$ cat config.mk
export PLATFORM = sky130hd
export DESIGN_NAME = stim_sequencer
export DESIGN_NICKNAME = d
export VERILOG_FILES = /design/src/rtl/stim_sequencer.sv
export SDC_FILE = /design/constraint.sdc
export NUM_CORES = 2
export LEC_CHECK = 0
export CORE_ASPECT_RATIO = 0.7
export CORE_MARGIN = 2
export CORE_UTILIZATION = 62
export DETAILED_ROUTE_END_ITERATION = 12
export GPL_TIMING_DRIVEN = 1
export PLACE_DENSITY = 0.79
export SYNTH_ARGS = -nofsm -noshare
export SYNTH_HDL_FRONTEND = slang
export SYNTH_SLANG_ARGS = --single-unit
export TNS_END_PERCENT = 50
$ cat constraint.sdc
create_clock -name clk -period 9.3 [get_ports clk]
set_input_delay 1.395 -clock clk [delete_from_list [all_inputs] [get_ports clk]]
set_output_delay 1.395 -clock clk [all_outputs]
set_load 0.01 [all_outputs]
$ cat src/rtl/stim_sequencer.sv
// Vector player: plays a writable memory of {rpt, obs, data} entries onto DUT-facing outputs.
// Supports a programmable length, loop mode, per-entry repeat, stall and abort, plus done/wrap status.
module stim_sequencer #(
  parameter int DATA_W = 128,
  parameter int DEPTH  = 26,
  parameter int RPT_W  = 4,
  parameter int WRAP_W = 8,
  localparam int AW = (DEPTH > 1) ? $clog2(DEPTH) : 1,
  localparam int EW = RPT_W + 1 + DATA_W
) (
  input  logic              clk,
  input  logic              rst,
  input  logic              wr_en,
  input  logic [AW-1:0]     wr_addr,
  input  logic [EW-1:0]     wr_data,
  input  logic              start,
  input  logic              abort,
  input  logic              loop_en,
  input  logic [AW-1:0]     last_idx,
  input  logic              stall,
  output logic [DATA_W-1:0] vec_out,
  output logic              obs_out,
  output logic [AW-1:0]     pc_out,
  output logic              busy,
  output logic              done,
  output logic [WRAP_W-1:0] wrap_cnt
);

  typedef enum logic [1:0] {IDLE, RUN, DONE} state_t;

  localparam logic [AW:0]   DEPTH_EXT = (AW + 1)'(DEPTH);
  localparam logic [AW-1:0] LAST_MAX  = AW'(DEPTH - 1);

  state_t              state_reg, state_next;
  logic [EW-1:0]       mem [DEPTH];
  logic [AW-1:0]       pc_reg, pc_next;
  logic [AW-1:0]       last_reg, last_next;
  logic [AW-1:0]       last_clamped, load_idx;
  logic [RPT_W-1:0]    rcnt_reg, rcnt_next;
  logic [DATA_W-1:0]   vec_reg, vec_next;
  logic                obs_reg, obs_next;
  logic                loop_reg, loop_next;
  logic [WRAP_W-1:0]   wrap_reg, wrap_next;
  logic [EW-1:0]       load_entry;

  // Out-of-range write addresses are dropped rather than aliased.
  always_ff @(posedge clk) begin
    if (wr_en && ({1'b0, wr_addr} < DEPTH_EXT)) begin
      mem[wr_addr] <= wr_data;
    end
  end

  always_comb begin
    last_clamped = (last_idx > LAST_MAX) ? LAST_MAX : last_idx;
    load_idx     = (state_reg == RUN && pc_reg < last_reg) ? pc_reg + AW'(1) : '0;
    load_entry   = mem[load_idx];
  end

  always_comb begin
    state_next = state_reg;
    pc_next    = pc_reg;
    last_next  = last_reg;
    rcnt_next  = rcnt_reg;
    vec_next   = vec_reg;
    obs_next   = obs_reg;
    loop_next  = loop_reg;
    wrap_next  = wrap_reg;

    if (abort) begin
      state_next = IDLE;
      pc_next    = '0;
      rcnt_next  = '0;
      vec_next   = '0;
      obs_next   = 1'b0;
    end else begin
      case (state_reg)
        IDLE, DONE: begin
          if (start) begin
            state_next = RUN;
            pc_next    = '0;
            vec_next   = load_entry[DATA_W-1:0];
            obs_next   = load_entry[DATA_W];
            rcnt_next  = load_entry[EW-1:DATA_W+1];
            loop_next  = loop_en;
            last_next  = last_clamped;
            wrap_next  = '0;
          end
        end
        RUN: begin
          if (!stall) begin
            if (rcnt_reg != '0) begin
              rcnt_next = rcnt_reg - RPT_W'(1);
            end else if (pc_reg < last_reg || loop_reg) begin
              // load_idx already selects pc+1 or entry 0 on wrap.
              pc_next   = load_idx;
              vec_next  = load_entry[DATA_W-1:0];
              obs_next  = load_entry[DATA_W];
              rcnt_next = load_entry[EW-1:DATA_W+1];
              if (pc_reg >= last_reg && wrap_reg != '1) begin
                wrap_next = wrap_reg + WRAP_W'(1);
              end
            end else begin
              state_next = DONE;
              obs_next   = 1'b0;
            end
          end
        end
        default: state_next = IDLE;
      endcase
    end
  end

  always_ff @(posedge clk) begin
    if (rst) begin
      state_reg <= IDLE;
      pc_reg    <= '0;
      last_reg  <= '0;
      rcnt_reg  <= '0;
      vec_reg   <= '0;
      obs_reg   <= 1'b0;
      loop_reg  <= 1'b0;
      wrap_reg  <= '0;
    end else begin
      state_reg <= state_next;
      pc_reg    <= pc_next;
      last_reg  <= last_next;
      rcnt_reg  <= rcnt_next;
      vec_reg   <= vec_next;
      obs_reg   <= obs_next;
      loop_reg  <= loop_next;
      wrap_reg  <= wrap_next;
    end
  end

  assign vec_out  = vec_reg;
  assign obs_out  = obs_reg;
  assign pc_out   = pc_reg;
  assign busy     = (state_reg == RUN);
  assign done     = (state_reg == DONE);
  assign wrap_cnt = wrap_reg;

endmodule

==> out/qor.yml <==
reg2reg_slack_ns: 2.89
timing.rr.start: "pc_out[0]$_SDFFE_PP0P_"
rsz0062_at_grt: "no"
hold_violations: 0
syn_nets: 8922
dp_hpwl_mm: 194.2
cp-start-kind: "flip-flop"
r2r_cells: 10
clkTransAtPathRegs_ns: 0.07
cts_resized: 0
grt_pass1_vias: 87109
largest_register_ffs: 3458
drive_gt1_share_pct: 11.47
cts_tree: "done"
ys_ff_latch: 3612
final.fill_count: 13808
r2r-end: "vec_out[9]$_SDFFE_PP0P_"
crit_arrival_ns: 7.14
cp-end-kind: "flip-flop"
io_buffers: 293
h-tree-depth: 5
die_x_um: 574.9
ios: 294
viasPerCell: 7.310
clock_latency_ns: 0.89
synth_seq_area_share_pct: 75.60
antenna_found_initial: 43
max_flop_register: "mem"
dr.pass1.iters: 9
synth_cell_types: 73
mostFrequentLayoutCells: "edfxtp_1, mux2i_1, nand2_1, nand3_1, a211oi_1"
leakage_nw: 50.47
hold_buffers: 0
wl_mm: 412.6
holdWs_ns: 0.5032
cts_root_buffer: "clkbuf_16"
ant_nets: 0
cts_buffers: 323
via_count: 88910
cap_violations: 0
ys_warn_count: 0
syn_inst: 8764
synth_flop_cell: "edfxtp_1"
dr.first_iter.drc_count: 15184
wl_per_cell_um: 33.93
drc: 0
nets: 9001
clock-sinks: 3612
syn_to_final_growth_pct: 11.61
fmax_mhz: 155.9
start_util_pct: 62.44
rows: 146
period_share_pct: 68.98
async_reset_ff_share_pct: 0
core_sq_um: 226500
ir_worst_vdd_mv: 0.1467
cts_buffer_depth: 4
worst_pin_slew_ns: 1.329
synth_edf_count: 3458
setup_viol: 0
max-slew-margin-rel_pct: 11.38
layout_commonest_cell: "edfxtp_1"
power.total_mw: 32.65
crit_fanout: 112
crit_required_ns: 10.03
grt_overflow: 0
period_minus_slack_ns: 6.415
avgSynthCellArea_sq_um: 16.14
path_class: "flip-flop to flip-flop"
gp_congestion: 0.8653
grt_pass1_wl_mm: 591.9
fin_setup_tns_ns: 0
drv_slew: 0
syn_area_sq_um: 141400
cp-endpoint: "vec_out[9]$_SDFFE_PP0P_"
post_cts_buffers: 0
power_density_nw_per_um2: 206.8
track_usage_pct: 34.97
worstSetupStartpoint: "pc_out[0]$_SDFFE_PP0P_"
hold_path.class: "flip-flop to flip-flop"
run_status: "finished, final reports clean"
dieArea_sq_um: 232000
grt_max_degree: 176
finClkSkew_ns: 0.05354
die_y_um: 403.6
==> layer usage <==
layer | global-route usage (%) | up-vias | routed length [um]
met5 | 0 | - | 198
met4 | 14.79 | 32 | 19150
met3 | 9.178 | 1275 | 65810
met2 | 51.93 | 7939 | 183100
met1 | 49.56 | 43838 | 144400
li1 | - | 35826 | -
==> synthesized netlist by cell type (3+ instances only) <==
cell,count,area (sq um)
nand2_1,458,1719
o311a_1,55,550.5
nand3_1,355,1777
o21ai_0,298,1491
nand4_1,59,369.1
inv_1,11,41.29
a41oi_1,3,26.28
o221ai_1,189,1655
o41ai_1,73,639.4
a2111oi_0,74,648.1
buf_4,8,60.06
a211o_1,328,2873
o211ai_1,8,60.06
buf_1,61,229.0
and3_1,346,2165
nor2_1,139,521.8
o22ai_1,206,1289
buf_2,147,735.7
mux2_2,220,2477
o221a_2,73,822.0
o31ai_1,77,578.1
nor2b_1,5,31.28
a22o_1,55,481.7
mux2i_1,467,4674
and2_1,4,25.02
nor3_1,7,35.03
nor3_2,4,40.04
dfxtp_1,154,3083
o22a_1,73,639.4
edfxtp_1,3458,103800
clkbuf_4,3,22.52
a21oi_1,192,960.9
a31oi_1,63,394.1
xnor2_1,4,35.03
a32oi_1,56,490.5
xor2_1,8,70.07
ha_1,8,100.1
clkbuf_1,483,1813
or3_1,3,18.77
a211oi_1,349,2620
o21a_1,75,563.0
nand2b_1,7,43.79
or2_2,61,381.6
==> metrics by stage <==
step                area (sq um)  utilization, %  std cells  worst slack, ns
floorplan                 141400               -       8764            1.283
CTS                       157800           69.66      12136            3.113
detailed placement        147500           65.10      11552            3.177
finish                    157900           69.69      12163            2.885
global route              157800           69.68      12156            2.802
global placement          147500           65.10      11552            3.339
==> worst max-delay path, cell delays in order (launching register included) <==
cell and delay (ns):
dfxtp_4 0.82, inv_8 0.44, ha_1 0.50, o221ai_2 0.69, a2111o_1 0.38, nand2_4 0.36, nand3_4 0.53, buf_4 0.73
buf_4 0.94, o41ai_1 0.26, a211o_1 0.36
==> cell type report <==
type | instances | area (sq um) | share of cell area (%)
sequential | 3612 | 106900 | 67.74
multi-input combinational | 4437 | 32050 | 20.30
clock buffer | 451 | 9169 | 5.808
timing repair buffer | 456 | 4632 | 2.934
tap | 3034 | 3796 | 2.405
clock inverter | 133 | 1156 | 0.7324
antenna | 27 | 67.56 | 0.04280
inverter | 13 | 56.30 | 0.03567
==> cell families after synthesis <==
group	after synthesis	share of synthesized area, %
adders and majority gates	8	0.07077
buffers and inverters	715	2.057
xor gates and xnor gates	12	0.07431
AOI/OAI and AO/OA	2269	12.02
DFF	3612	75.60
and+or+nand+nor	1460	5.109
muxes	688	5.073
==> worst min path at each step <==
stage / startpoint / end / slack [ns] / cells after the start
4_1_cts: last_reg[3]$_SDFFE_PP0P_ / last_reg[3]$_SDFFE_PP0P_ / 0.49 / 2
3_3_place_gp: last_reg[2]$_SDFFE_PP0P_ / last_reg[2]$_SDFFE_PP0P_ / 0.47 / 2
2_1_floorplan: last_reg[1]$_SDFFE_PP0P_ / last_reg[1]$_SDFFE_PP0P_ / 0.45 / 2
5_1_grt: last_reg[3]$_SDFFE_PP0P_ / last_reg[3]$_SDFFE_PP0P_ / 0.51 / 2
6_report: last_reg[0]$_SDFFE_PP0P_ / last_reg[0]$_SDFFE_PP0P_ / 0.50 / 2
3_5_place_dp: last_reg[3]$_SDFFE_PP0P_ / last_reg[3]$_SDFFE_PP0P_ / 0.48 / 2
==> where the power goes <==
part	total, mW	leakage [nW]	internal (mW)	switching [mW]
clock	13.2	5.07	7.42	5.82
sequential	18.2	32.4	18.0	0.114
combinational	1.24	13.0	0.331	0.909
total	32.6	50.5	25.8	6.85
No activity file was read; power rests on OpenSTA's default activity.
